`config.mk`:
```
export PLATFORM = sky130hd
export DESIGN_NAME = reg_bank
export DESIGN_NICKNAME = d
export VERILOG_FILES = /design/src/rtl/reg_bank_pkg.sv /design/src/rtl/onehot_n_decode.sv /design/src/rtl/reg_bank.sv
export SDC_FILE = /design/constraint.sdc
export NUM_CORES = 1
export LEC_CHECK = 0
export CORE_MARGIN = 8
export CORE_UTILIZATION = 55
export CTS_BUF_LIST = sky130_fd_sc_hd__clkbuf_16
export CTS_CLUSTER_DIAMETER = 200
export DETAILED_ROUTE_END_ITERATION = 8
export PLACE_DENSITY = 0.83
export SYNTH_ARGS = -nofsm -noshare
export SYNTH_HDL_FRONTEND = slang
export SYNTH_SLANG_ARGS = --single-unit
```
`constraint.sdc`:
```
create_clock -name clock -period 8.2 [get_ports clock]
set_clock_uncertainty 0.1 [all_clocks]
set_input_delay 1.23 -clock clock [delete_from_list [all_inputs] [get_ports clock]]
set_output_delay 1.23 -clock clock [all_outputs]
set_load 0.005 [all_outputs]
```
`src/rtl/reg_bank_pkg.sv`:
```
// Shared constants and strobe-decode types for the register bank.
package reg_bank_pkg;

  localparam int unsigned WIDTH    = 16;
  localparam int unsigned NUM_REGS = 8;
  localparam int unsigned PC_INDEX = 7;

  typedef enum logic [1:0] {
    STROBE_IDLE,
    STROBE_SELECT,
    STROBE_CONFLICT
  } strobeKind_t;

  typedef struct packed {
    strobeKind_t kind;
    logic [2:0]  index;
  } strobeDecode_t;

  function automatic strobeDecode_t classifyStrobe(input logic valid, input logic multi,
                                                   input logic [2:0] index);
    strobeDecode_t d;
    d.index = index;
    if (multi)      d.kind = STROBE_CONFLICT;
    else if (valid) d.kind = STROBE_SELECT;
    else            d.kind = STROBE_IDLE;
    return d;
  endfunction

endpackage

```
`src/rtl/onehot_n_decode.sv`:
```
// Decodes an 8-bit active-low strobe vector into index / single-select / multi-select.
module onehot_n_decode (
  input  logic [7:0] strobesN,
  output logic [2:0] index,
  output logic       valid,
  output logic       multi
);

  logic [3:0] zeroCount;

  always_comb begin
    zeroCount = '0;
    index     = '0;
    for (int unsigned i = 0; i < 8; i++) begin
      if (!strobesN[i]) begin
        zeroCount = zeroCount + 4'd1;
        index     = 3'(i);
      end
    end
    valid = (zeroCount == 4'd1);
    multi = (zeroCount > 4'd1);
  end

endmodule

```
`src/rtl/reg_bank.sv`:
```
// Eight-entry register bank with strobe-addressed load/read, a PC increment
// register and sticky strobe-conflict flags.
module reg_bank
  import reg_bank_pkg::*;
#(
  parameter int unsigned WIDTH    = reg_bank_pkg::WIDTH,
  parameter int unsigned NUM_REGS = reg_bank_pkg::NUM_REGS,
  parameter int unsigned PC_INDEX = reg_bank_pkg::PC_INDEX
) (
  input  logic             clock,
  input  logic             notReset,
  input  logic [7:0]       regNotOEs,
  input  logic [7:0]       regNotLoads,
  input  logic [WIDTH-1:0] dataIn,
  input  logic             pcInc,
  input  logic             errClear,
  output logic [WIDTH-1:0] dataOut,
  output logic             dataOutValid,
  output logic             oeContentionErr,
  output logic             loadConflictErr
);

  localparam logic [2:0] PC_SEL = 3'(PC_INDEX);

  logic [WIDTH-1:0] regs [NUM_REGS];

  logic [2:0]    oeIndex, loadIndex;
  logic          oeValid, oeMulti, loadValid, loadMulti;
  strobeDecode_t oeDec, loadDec;
  logic          loadHitsPc;

  onehot_n_decode oeDecode (
    .strobesN (regNotOEs),
    .index    (oeIndex),
    .valid    (oeValid),
    .multi    (oeMulti)
  );

  onehot_n_decode loadDecode (
    .strobesN (regNotLoads),
    .index    (loadIndex),
    .valid    (loadValid),
    .multi    (loadMulti)
  );

  assign oeDec      = classifyStrobe(oeValid, oeMulti, oeIndex);
  assign loadDec    = classifyStrobe(loadValid, loadMulti, loadIndex);
  assign loadHitsPc = (loadDec.kind == STROBE_SELECT) && (loadDec.index == PC_SEL);

  always_ff @(posedge clock or negedge notReset) begin
    if (!notReset) begin
      for (int unsigned i = 0; i < NUM_REGS; i++) regs[i] <= '0;
    end else begin
      if (loadDec.kind == STROBE_SELECT) regs[loadDec.index] <= dataIn;
      // A load to the PC register overrides the increment; a conflicting load does not.
      if (pcInc && !loadHitsPc) regs[PC_INDEX] <= regs[PC_INDEX] + WIDTH'(1);
    end
  end

  // Flags: a new conflict in the same cycle as errClear keeps the flag set.
  always_ff @(posedge clock or negedge notReset) begin
    if (!notReset) begin
      oeContentionErr <= 1'b0;
      loadConflictErr <= 1'b0;
    end else begin
      if (oeDec.kind == STROBE_CONFLICT) oeContentionErr <= 1'b1;
      else if (errClear)                 oeContentionErr <= 1'b0;
      if (loadDec.kind == STROBE_CONFLICT) loadConflictErr <= 1'b1;
      else if (errClear)                   loadConflictErr <= 1'b0;
    end
  end

  always_comb begin
    dataOut      = '0;
    dataOutValid = 1'b0;
    if (oeDec.kind == STROBE_SELECT) begin
      dataOut      = regs[oeDec.index];
      dataOutValid = 1'b1;
    end
  end

endmodule

```
[Word level (Yosys, flattened, before mapping)]
Cells that the tools add are included.
Storage, ports and cells
  flip-flop bits (word level): 130
  input port bits: 36
  output and inout bits: 19
  logic and storage cells: 93
Operators by class
  add/subtract/negate cells: 15
  magnitude comparators: 5
  eq/ne operators: 7
  multiplexer cells: 47
  bitwise gates (word level): 2
  reductions and logical operators: 7
Operator list (number)
  bitwise mux 128 bit: 1
  two-way mux 16 bit: 6
  two-way mux 4 bit: 14
  adder 4 x 1 -> 4 bit (second input constant): 12
  binary-select mux 16 bit (select 3 bit): 1
  demux 16 bit (select 3 bit): 1
  two-way mux 3 bit: 8
  adder 16 x 1 -> 16 bit (second input constant): 1
  two-way mux 2 bit: 6
  two-way mux 1 bit: 10
  equality test 4 x 1 -> 1 bit (second input constant): 2
  greater-or-equal comparator 4 bit (second input constant): 2
  > comparator 4 x 1 -> 1 bit (second input constant): 2
  NOT 3 -> 4 bit: 2
  nonzero test 2 bit: 3
  adder 1 x 1 -> 2 bit (second input constant): 2
  equality test 2 x 1 -> 1 bit (second input constant): 2
  equality test 2 bit (second input constant): 2
  less-than comparator 4 x 1 -> 1 bit (second input constant): 1
  equality test 3 bit (second input constant): 1
  logical AND 1 bit: 3
  logical NOT 1 bit: 1

[Longest topological paths before layout]
Gate-level depths: netlist of the first run.
  word-level depth: 23
  gate-level depth with buffers: 23
  mapped depth without buffers: 22

[Hierarchy]
A second synthesis of the first run with hierarchy kept.
Second synthesis, totals
  cells, all modules: 664
  area total of the unflattened synthesis: 8120.3 µm²
By module, submodules not included
  reg_bank: instances 1, cells each 432, area an instance 6243.5 µm², sequential area each 3253.1 µm²
  onehot_n_decode: instances 2, cells each 116, area an instance 938.4 µm², sequential area each 0.0 µm²

[Worst setup path after synthesis of the first run]
No wires, ideal clock.
  path kind: input to output
  start: in regNotOEs[1]
  end: out dataOut[10]
  arrival: 5.225 ns
  required time: 6.870 ns
  setup slack: 1.645 ns
  stages: 19
  path buffers: 2
  cell sequence: inv_1 ha_1 clkbuf_1 xnor2_1 mux2_2 ha_1 or2_2 a2bb2oi_1 xor2_1 mux2_2 ha_1 nor2b_1 a21o_1 ha_1 or2_0 nor3_1 o221ai_2 buf_2 nor2_1
Between the ends
  cells in the longest elaborated chain, start to end: 18
  elaborated cells on any way between the ends: 30
  classes of those cells: add/sub (6); order compare (1); eq/ne (2); mux (20); bitwise (1)
Ends and longest elaborated chain
  start: declaration: line reg_bank.sv:12  | input logic [7:0] regNotOEs,
  branches (longest 17 deep; another with adder 4 x 1 -> 4 bit)
  two-way mux 16 bit *: line reg_bank.sv:76  | if (oeDec.kind == STROBE_SELECT) begin
  end: declaration: line reg_bank.sv:17  | output logic [WIDTH-1:0] dataOut,
Mark *: on every way between the ends. The select of a mux whose other input is x is not followed.

[Final worst setup path of the first run]
  start: in regNotOEs[0]
  end: out dataOut[13]
Between the ends
  cells in the longest elaborated chain, start to end: 20
  elaborated cells on any way between the ends: 21
  classes of those cells: add/sub (7); order compare (1); eq/ne (2); mux (11)
Ends and longest elaborated chain
  two-way mux 1 bit *: line onehot_n_decode.sv:15  | if (!strobesN[i]) begin
  adder 1 x 1 -> 2 bit: line onehot_n_decode.sv:16  | zeroCount = zeroCount + 4'd1;
  two-way mux 4 bit *: line onehot_n_decode.sv:15
  adder 4 x 1 -> 4 bit: line onehot_n_decode.sv:16
  two-way mux 4 bit *: line onehot_n_decode.sv:15
  adder 4 x 1 -> 4 bit: line onehot_n_decode.sv:16
  two-way mux 4 bit *: line onehot_n_decode.sv:15
  adder 4 x 1 -> 4 bit: line onehot_n_decode.sv:16
  [... 3 more ...]
  adder 4 x 1 -> 4 bit: line onehot_n_decode.sv:16
  two-way mux 4 bit *: line onehot_n_decode.sv:15
  adder 4 x 1 -> 4 bit: line onehot_n_decode.sv:16
  two-way mux 4 bit *: line onehot_n_decode.sv:15
  branches (longest 2 deep; another with > comparator 4 x 1 -> 1 bit)
  two-way mux 2 bit *: line reg_bank_pkg.sv:23  | if (multi) d.kind = STROBE_CONFLICT;
  equality test 2 x 1 -> 1 bit *: line reg_bank.sv:76
  two-way mux 16 bit *: line reg_bank.sv:76
Mark *: on every way between the ends.

==> results of run 1 <==
## power breakdown
| part | leakage (nW) | switching, W | internal, W | total (W) |
|---|---|---|---|---|
| clock | 0.279 | 0.000257 | 0.000433 | 0.000690 |
| combinational | 2.03 | 0.000377 | 0.000437 | 0.000814 |
| sequential | 1.70 | 0.000150 | 0.000852 | 0.00100 |
## layout make-up
class / count / area share
repair buffers: 64 / 0.0694
inverters: 14 / 0.00595
clock buffers: 17 / 0.0482
multi-input cells: 563 / 0.471
clock inverters: 13 / 0.0120
flip-flops and latches: 130 / 0.368
well taps: 180 / 0.0255
## routing by layer
layer	vias to the layer above	part of all wire	GRT usage
met2	245	0.51	0.373
met3	46	0.061	0.0441
met4	0	0.020	0.0954
met5	-	0	0
li1	2722	-	-
met1	3004	0.41	0.269
## registers in the layout, indices dropped and copies added, names as in the netlist
signal,count
regs,128
loadConflictErr,1
oeContentionErr,1
## worst max-delay path: stages
cell             delay (ns)
clkdlybuf4s50_1        0.51
inv_1                  0.08
ha_1                   0.41
xnor2_1                0.21
mux2_2                 0.29
ha_1                   0.28
or2_2                  0.29
a2bb2oi_1              0.34
xor2_1                 0.14
mux2_2                 0.32
ha_1                   0.31
nor2b_1                0.15
a21o_1                 0.19
ha_1                   0.31
or2_0                  0.25
nor3_1                 0.24
o221ai_2               0.11
buf_4                  0.22
nor2_1                 0.14
clkdlybuf4s50_1        0.55
## how the worst max path moves through the flow
stage	startpoint	endpoint	slack (ns)
finish	regNotOEs[0]	dataOut[13]	0.27
global route	regNotOEs[0]	dataOut[13]	0.06
CTS	regNotOEs[0]	dataOut[13]	0.30
detailed placement	regNotOEs[0]	dataOut[0]	0.34
global placement	regNotOEs[0]	dataOut[13]	0.63
floorplan	regNotOEs[1]	dataOut[10]	1.65
## per-stage QoR
step                power (W)  utilization  std cells  cell area [sq um]
floorplan             0.00155            -        753               7660
global placement      0.00173        0.605        951               8300
detailed placement    0.00179        0.605        951               8300
CTS                   0.00250        0.644        981               8830
global route          0.00264        0.644        981               8830
finish                0.00251        0.644        981               8830
## Yosys cell counts, types with 6 or more instances
cell type,instances,area [sq um]
nor2b_1,11,68.8
nand3_1,41,205
xor2_1,7,61.3
and3_1,21,131
a31oi_1,16,100
o21ai_0,7,35.0
dfrtp_1,130,3250
mux2_2,122,1370
xnor2_1,25,219
nor2_1,29,109
ha_1,16,200
nand4_1,8,50.1
nor3_1,6,30.0
a311oi_1,16,140
inv_1,14,52.6
clkbuf_1,27,101
mux2_4,10,150
buf_2,11,55.1
nand2_1,148,556
## cells by family after synthesis
group	Yosys count
adders and majority gates	16
muxes	136
xor gates and xnor gates	37
buffers and inverters	60
AOI/OAI and AO/OA	76
and+or+nand+nor	298
DFF	130
==> flow_summary.toml, run 1 <==
[yosys]
avgSynthCellArea_sq_um = 10.2
syn_area_sq_um = 7660
synth_xor_area_frac = 0.0503
synthAdderAreaFrac = 0.0261
synth-seq-cells = 130
synth_compound_area_frac = 0.0781
synth_mux_area_frac = 0.204
yosys_most_used_dff = "dfrtp_1"
synthCells = 753
synth.distinct_cells = 64
yosys_warnings = 0
synth_simple_gate_area_frac = 0.182
synth_top_family_by_area = "multiplexers"
syn_nets = 805
yosysSeqAreaShare = 0.425
synth_edf_count = 0
async_flop_share = 1.00

[timing]
finalHoldViolCount = 0
relSlewSlack = 0.259
fmax_mhz = 126
fin_crit_ns = 7.93
worst_pin_slew_ns = 1.11
rsz0062_at_grt = "no"
setup_violations = 0
maxSlewViolCount = 0
worst_slack_ns = 0.275
fin_hold_ws_ns = 0.407
period_share = 0.967
fin_setup_tns_ns = 0

[critical_path]
end_kind = "output port"
critPathKind = "in -> out"
r2r_cells = 7
arrival_ns = 6.60
required_ns = 6.87
crit_path_max_fanout = 17
r2r_end = "regs[13]"
timing.rr.start = "regs[7]"
startpoint_type = "primary input"
r2r_slack_ns = 6.17

[floorplanning]
start_util = 0.558
fp-row-count = 43
dieArea_sq_um = 18000
core_sq_um = 13700
fp.dieH_um = 134
die_w_um = 134
io_pins = 55

[cells_and_area]
final_cell_mix = "nand2_1, dfrtp_1, mux2_2, clkdlybuf4s50_1, nand3_1"
fin_nets = 842
regArea_sq_um = 3250
area_growth_pct = 15.3
antennaDiodeCount = 0
drive_above_1_share = 0.235
multiInputGateArea_sq_um = 4160
fillCellCount = 1003
final_common_cell = "nand2_1"

[run]
max_cap_violations = 0

[detailed_routing]
wl_um = 19500
first_pass_iters = 5
drt-wirelength-per-cell_um = 19.9
postRouteAntennaNets = 0
via_per_inst = 6.13
drc_errors = 0
dr.first_iter.drc_count = 504
dr_total_vias = 6017

[global_routing]
antenna_found_initial = 0
grt_pass1_vias = 6334
grt_usage = 0.221
grt.overflow.total = 0
grt_pass1_wl_um = 32000
grt_max_degree = 72

[clock_network]
cts_resized = 0
numCtsBuffers = 17
htree_levels = 4
cts_tree = "built"
root_buffer = "clkbuf_16"
cts_setup_buffers = 0
postCtsHoldBufs = 0
clk_path_buf_depth = 2
numClockSinks = 130
clk_pin_slew_ns = 0.06
clock_latency_ns = 0.41

[worst_hold_path]
holdPathEnd = "regs[76]"
hold_path_class = "reg -> reg"
whs_path_depth = 1
min_from = "regs[76]"

[place]
dp_hpwl_um = 12100
io_buffers = 54
gp_congestion = 0.855
pre_cts_slack_ns = 0.342

[pwr]
peakVddDrop_v = 0.000131
cellPowerDensity_nw_per_um2 = 284
p_leak_nw = 4.00

[status]
status = "completed"
No activity file was read; power rests on OpenSTA's default activity.
==> run 2: changes to the inputs <==
- CTS_CLUSTER_SIZE: unset -> 24
- PLACE_DENSITY: 0.83 -> unset
- PLACE_DENSITY_LB_ADDON: unset -> 0.12
==> run 2 against run 1 <==
- critical path depth is the same
- global-route usage shrank 0.053 points
- worst setup slack gained 0.045 ns
- flip-flop and latch count is the same
- count of clock-buffer cells in the layout is the same
- critical path type unchanged
- largest cell class unchanged
==> flow_summary.toml, run 2 (synthesis gave the netlist of run 1 again) <==
[status]
status = "completed"

[critical_path]
startpoint_type = "primary input"
arrival_ns = 6.55
required_ns = 6.87
timing.rr.start = "regs[5]"
critPathKind = "in -> out"
end_kind = "output port"
cp-startpoint = "regNotOEs[1]"
crit_path_max_fanout = 16

[run]
max_cap_violations = 0

[cells_and_area]
drive_above_1_share = 0.250
regMostFlops = "regs"
final_common_cell = "nand2_1"
antennaDiodeCount = 0
final_cells = 985
largest_reg_flops = 128
largestRegisters = "regs x128, loadConflictErr x1, oeContentionErr x1"
area_growth_pct = 17.6
final_cell_mix = "nand2_1, dfrtp_1, mux2_2, clkdlybuf4s50_1, nand3_1"
fin_nets = 844

[clock_network]
cts_tree = "built"
clk_path_buf_depth = 2
root_buffer = "clkbuf_16"
postCtsHoldBufs = 0
htree_levels = 4
clk_pin_slew_ns = 0.06
numCtsBuffers = 17
clock_latency_ns = 0.42
numClockSinks = 130

[place]
dp_hpwl_um = 11800
io_buffers = 54
dp.cells = 952
gp_congestion = 0.806

[detailed_routing]
drc_errors = 0
via_per_inst = 6.04
routed.top_layer = "met4"
wl_um = 19000
drt-wirelength-per-cell_um = 19.3
met1_length_um = 8620
dr.first_iter.drc_count = 429
route.met2.wl_um = 8930
postRouteAntennaNets = 0
first_pass_iters = 5
wl_met3_um = 1230
dr_total_vias = 5945

[global_routing]
grt_pass1_wl_um = 31400
grt_pass1_vias = 5986
grt_usage = 0.220
grt_max_degree = 83
antenna_found_initial = 0
grt.overflow.total = 0

[pwr]
pwr-share-clk = 0.317
switchingPower_w = 0.000798
p_leak_nw = 4.05
pwr-share-comb = 0.308
seqPwrFrac = 0.375
cellPowerDensity_nw_per_um2 = 292
peakVddDrop_v = 0.000219
sw_frac_of_total = 0.303
p_int_w = 0.00184

[floorplanning]
io_pins = 55
dieArea_sq_um = 18000
start_util = 0.558
fp.dieH_um = 134
core_sq_um = 13700
die_w_um = 134
fp-row-count = 43

[timing]
fin_crit_ns = 7.88
relSlewSlack = 0.269
fin_setup_tns_ns = 0
rsz0062_at_grt = "no"
maxSlewViolCount = 0
period_share = 0.961
setup_violations = 0
finalHoldViolCount = 0
worst_pin_slew_ns = 1.10
fmax_mhz = 127
fin_hold_ws_ns = 0.406

[worst_hold_path]
min_from = "regs[56]"
hold_path_class = "reg -> reg"
==> run 2: cell types whose count changed in the layout (fill, tap and decap cells not counted), moves of 3 or more <==
cell        change
bufinv_16       +3
clkinv_1        -3
clkinvlp_4      +3
clkinv_2        -4
inv_1           -4
clkinv_4        +6
==> run 2: cell type report <==
cell class,count,area [sq um]
Tap cell,180,225
Clock buffer,17,425
Timing Repair Buffer,66,641
Fill cell,1080,4710
Clock inverter,15,234
Sequential cell,130,3250
Multi-Input combinational cell,563,4180
Inverter,14,52.6
==> run 2: path summary, 6_finish.rpt <==
| kind | endpoint | slack, ns | depth (start not counted) |
|---|---|---|---|
| max in group asynchronous | regs[15] | 5.86 | 2 |
| min in group asynchronous | regs[16] | 0.90 | 1 |
| worst max-delay path | dataOut[9] | 0.32 | 20 |
| worst max register to register | regs[15] | 6.31 | 7 |
| worst min-delay path | regs[56] | 0.41 | 1 |
| worst min register to register | regs[56] | 0.41 | 1 |
==> run 2: repair_timing <==
| action | 4_1_cts | 5_1_grt |
|---|---|---|
| endpoints found under the setup margin | 0 | 17 |
| resized for setup | 0 | 3 |
| setup buffers | 0 | 1 |
==> run 2: power by group through the flow <==
stage	Clock, W	Combinational [W]	Sequential [W]
after global routing	0.000874	0.000897	0.00101
after CTS	0.000844	0.000801	0.000984
after detailed placement	0	0.000793	0.000993
after global placement	0	0.000764	0.000977
after floorplan	0	0.000599	0.000955
final	0.000834	0.000812	0.000987
==> run 2: worst max-delay path, cell delays in order <==
cell and delay [ns]:
clkdlybuf4s50_1 0.51, inv_1 0.09, ha_1 0.40, xnor2_1 0.22
mux2_2 0.29, ha_1 0.27, or2_2 0.29, a2bb2oi_1 0.29
xor2_1 0.14, mux2_2 0.31, ha_1 0.31, nor2b_1 0.15
a21o_1 0.19, ha_1 0.31, or2_0 0.27, nor3_2 0.26
o221ai_4 0.16, buf_12 0.18, nor2_1 0.13, clkdlybuf4s50_1 0.52
==> run 2: metrics by stage <==
stage	setup WS, ns	cell area [sq um]	util	power (W)
floorplan	1.65	7660	-	0.00155
global placement	0.366	8310	0.606	0.00174
detailed placement	0.135	8310	0.606	0.00179
CTS	0.102	8970	0.654	0.00263
global route	0.0747	9010	0.657	0.00278
finish	0.319	9010	0.657	0.00263
==> run 2: layer usage <==
metal  up-vias  track usage
met5         -            0
met4         0       0.0586
met3        24       0.0520
met2       189        0.347
met1      2991        0.298
li1       2741            -
==> run 3: changes to the inputs <==
- CORE_ASPECT_RATIO: unset -> 1.2
- PLACE_DENSITY: unset -> 0.86
- PLACE_DENSITY_LB_ADDON: 0.12 -> unset
==> run 3 against run 2 <==
- register-to-register slack worse by 0.10 ns
- largest power group unchanged
- die area hardly changed
- worst hold slack hardly changed
==> flow_summary.toml, run 3 (synthesis gave the netlist of run 1 again) <==
[global_routing]
grt_usage = 0.212
grt_max_degree = 75
grt_pass1_wl_um = 30300
antenna_found_initial = 0
grt.overflow.total = 0
grt_pass1_vias = 5967

[critical_path]
crit_chain = "clkdlybuf4s50_1, inv_1, ha_1, xnor2_1, mux2_2, ha_1, or2_2, a2bb2oi_1, xor2_1, mux2_2, ha_1, nor2b_1, a21o_1, ha_1, or2_0, nor3_2, o221ai_4, buf_12, nor2_1, clkdlybuf4s50_1"
slowest_delay_ns = 0.52
arrival_ns = 6.46
crit_path_max_fanout = 17
startpoint_type = "primary input"
end_kind = "output port"
required_ns = 6.87
cp_slowest_cell = "clkdlybuf4s50_1"
critPathKind = "in -> out"
cpMostUsedCell = "ha_1"

[pwr]
sw_frac_of_total = 0.310
pwr-share-clk = 0.303
p_leak_nw = 4.02
pwr-share-comb = 0.314
switchingPower_w = 0.000809
cellPowerDensity_nw_per_um2 = 292
seqPwrFrac = 0.383
p_int_w = 0.00180
peakVddDrop_v = 0.000161

[cells_and_area]
final_common_cell = "nand2_1"
stdcell_area_sq_um = 8940
final_cell_mix = "nand2_1, dfrtp_1, mux2_2, clkdlybuf4s50_1, nand3_1"
fin_nets = 842
antennaDiodeCount = 0
largest_reg_flops = 128
fillCellCount = 974
regMostFlops = "regs"
area_growth_pct = 16.7
largestRegisters = "regs x128, loadConflictErr x1, oeContentionErr x1"
drive_above_1_share = 0.244

[timing]
rsz0062_at_grt = "no"
fin_setup_tns_ns = 0
finalHoldViolCount = 0
period_share = 0.950
fmax_mhz = 128
maxSlewViolCount = 0
worst_pin_slew_ns = 1.19
relSlewSlack = 0.208
setup_violations = 0
fin_crit_ns = 7.79

[detailed_routing]
postRouteAntennaNets = 0
wl_um = 18700
first_pass_iters = 6
drc_errors = 0
drt-wirelength-per-cell_um = 19.2
dr.first_iter.drc_count = 436
dr_total_vias = 5991
via_per_inst = 6.15

[clock_network]
numClockSinks = 130
clk_path_buf_depth = 2
root_buffer = "clkbuf_16"
cts_tree = "built"
clock_latency_ns = 0.42
postCtsHoldBufs = 0
htree_levels = 4
numCtsBuffers = 17
clk_pin_slew_ns = 0.06

[floorplanning]
core_sq_um = 13700
dieArea_sq_um = 18000
fp.dieH_um = 145
die_w_um = 124
io_pins = 55
fp-row-count = 47
start_util = 0.559

[place]
io_buffers = 54
dp_hpwl_um = 11200
gp_congestion = 0.819
place_area_sq_um = 8280

[run]
max_cap_violations = 0

[status]
status = "completed"

[worst_hold_path]
hold_path_class = "reg -> reg"
[run 3: cell count changes in the layout (fill, tap and decap cells not counted), sizes merged]
| cell | previous run | this run |
|---|---|---|
| bufinv | 5 | 4 |
| clkinv | 6 | 8 |
| buf | 13 | 11 |
| inv | 15 | 14 |
[run 3: cell type report]
type	count	area, sq um	area share
multi-input cells	563	4180	0.467
flip-flops and latches	130	3250	0.364
repair buffers	64	626	0.0700
clock buffers	17	425	0.0476
well taps	171	214	0.0239
clock inverters	15	191	0.0214
inverters	14	52.6	0.00588
[run 3: final timing paths]
check                              from           to  slack (ns)  cells after the start
setup / recovery           regNotOEs[0]  dataOut[11]        0.41                     20
hold / removal                 regs[87]     regs[87]        0.41                      1
setup reg to reg                regs[1]     regs[12]        6.21                      6
hold reg to reg                regs[87]     regs[87]        0.41                      1
max in group asynchronous      notReset    regs[101]        5.80                      2
min in group asynchronous      notReset     regs[57]        0.75                      1
[run 3: layer usage]
metal  wire (um)  global-route usage  vias to the layer above  part of all wire
met3         957              0.0450                       42             0.051
li1            -                   -                     2727                 -
met5           0                   0                        -                 0
met2        9460               0.347                      196              0.50
met1        7850               0.263                     3026              0.42
met4         467              0.0905                        0             0.025
[run 3: worst max-delay path: cells and delay by family]
kind	cells	cell delay (ns)
AO/OA/AOI/OAI	3	0.62
XOR/XNOR	2	0.34
multiplexers	2	0.59
buffers and inverters	4	1.29
adder cells (fa/ha/maj)	4	1.30
AND/OR/NAND/NOR	5	1.08
[run 3: per-stage QoR]
| stage | utilization | instances | power (W) | worst slack (ns) | hold WS, ns |
|---|---|---|---|---|---|
| after floorplan | - | 753 | 0.00155 | 1.65 | 0.379 |
| final | 0.652 | 974 | 0.00261 | 0.411 | 0.406 |
| after global placement | 0.605 | 941 | 0.00174 | 0.377 | 0.386 |
| after CTS | 0.650 | 973 | 0.00259 | 0.205 | 0.406 |
| after detailed placement | 0.605 | 941 | 0.00178 | 0.229 | 0.394 |
| after global routing | 0.652 | 974 | 0.00274 | 0.0755 | 0.416 |
[run 3: power groups by stage]
stage               clock network (W)  logic [W]  registers, W
floorplan                           0   0.000599      0.000955
finish                       0.000792   0.000819      0.000998
global route                 0.000822   0.000899       0.00102
CTS                          0.000796   0.000806      0.000991
detailed placement                  0   0.000789      0.000992
global placement                    0   0.000760      0.000979
[run 3: what timing repair did]
item                                    CTS  global route
endpoints found under the setup margin    0            17
gates resized for setup                   0             2
buffers inserted                          0             1
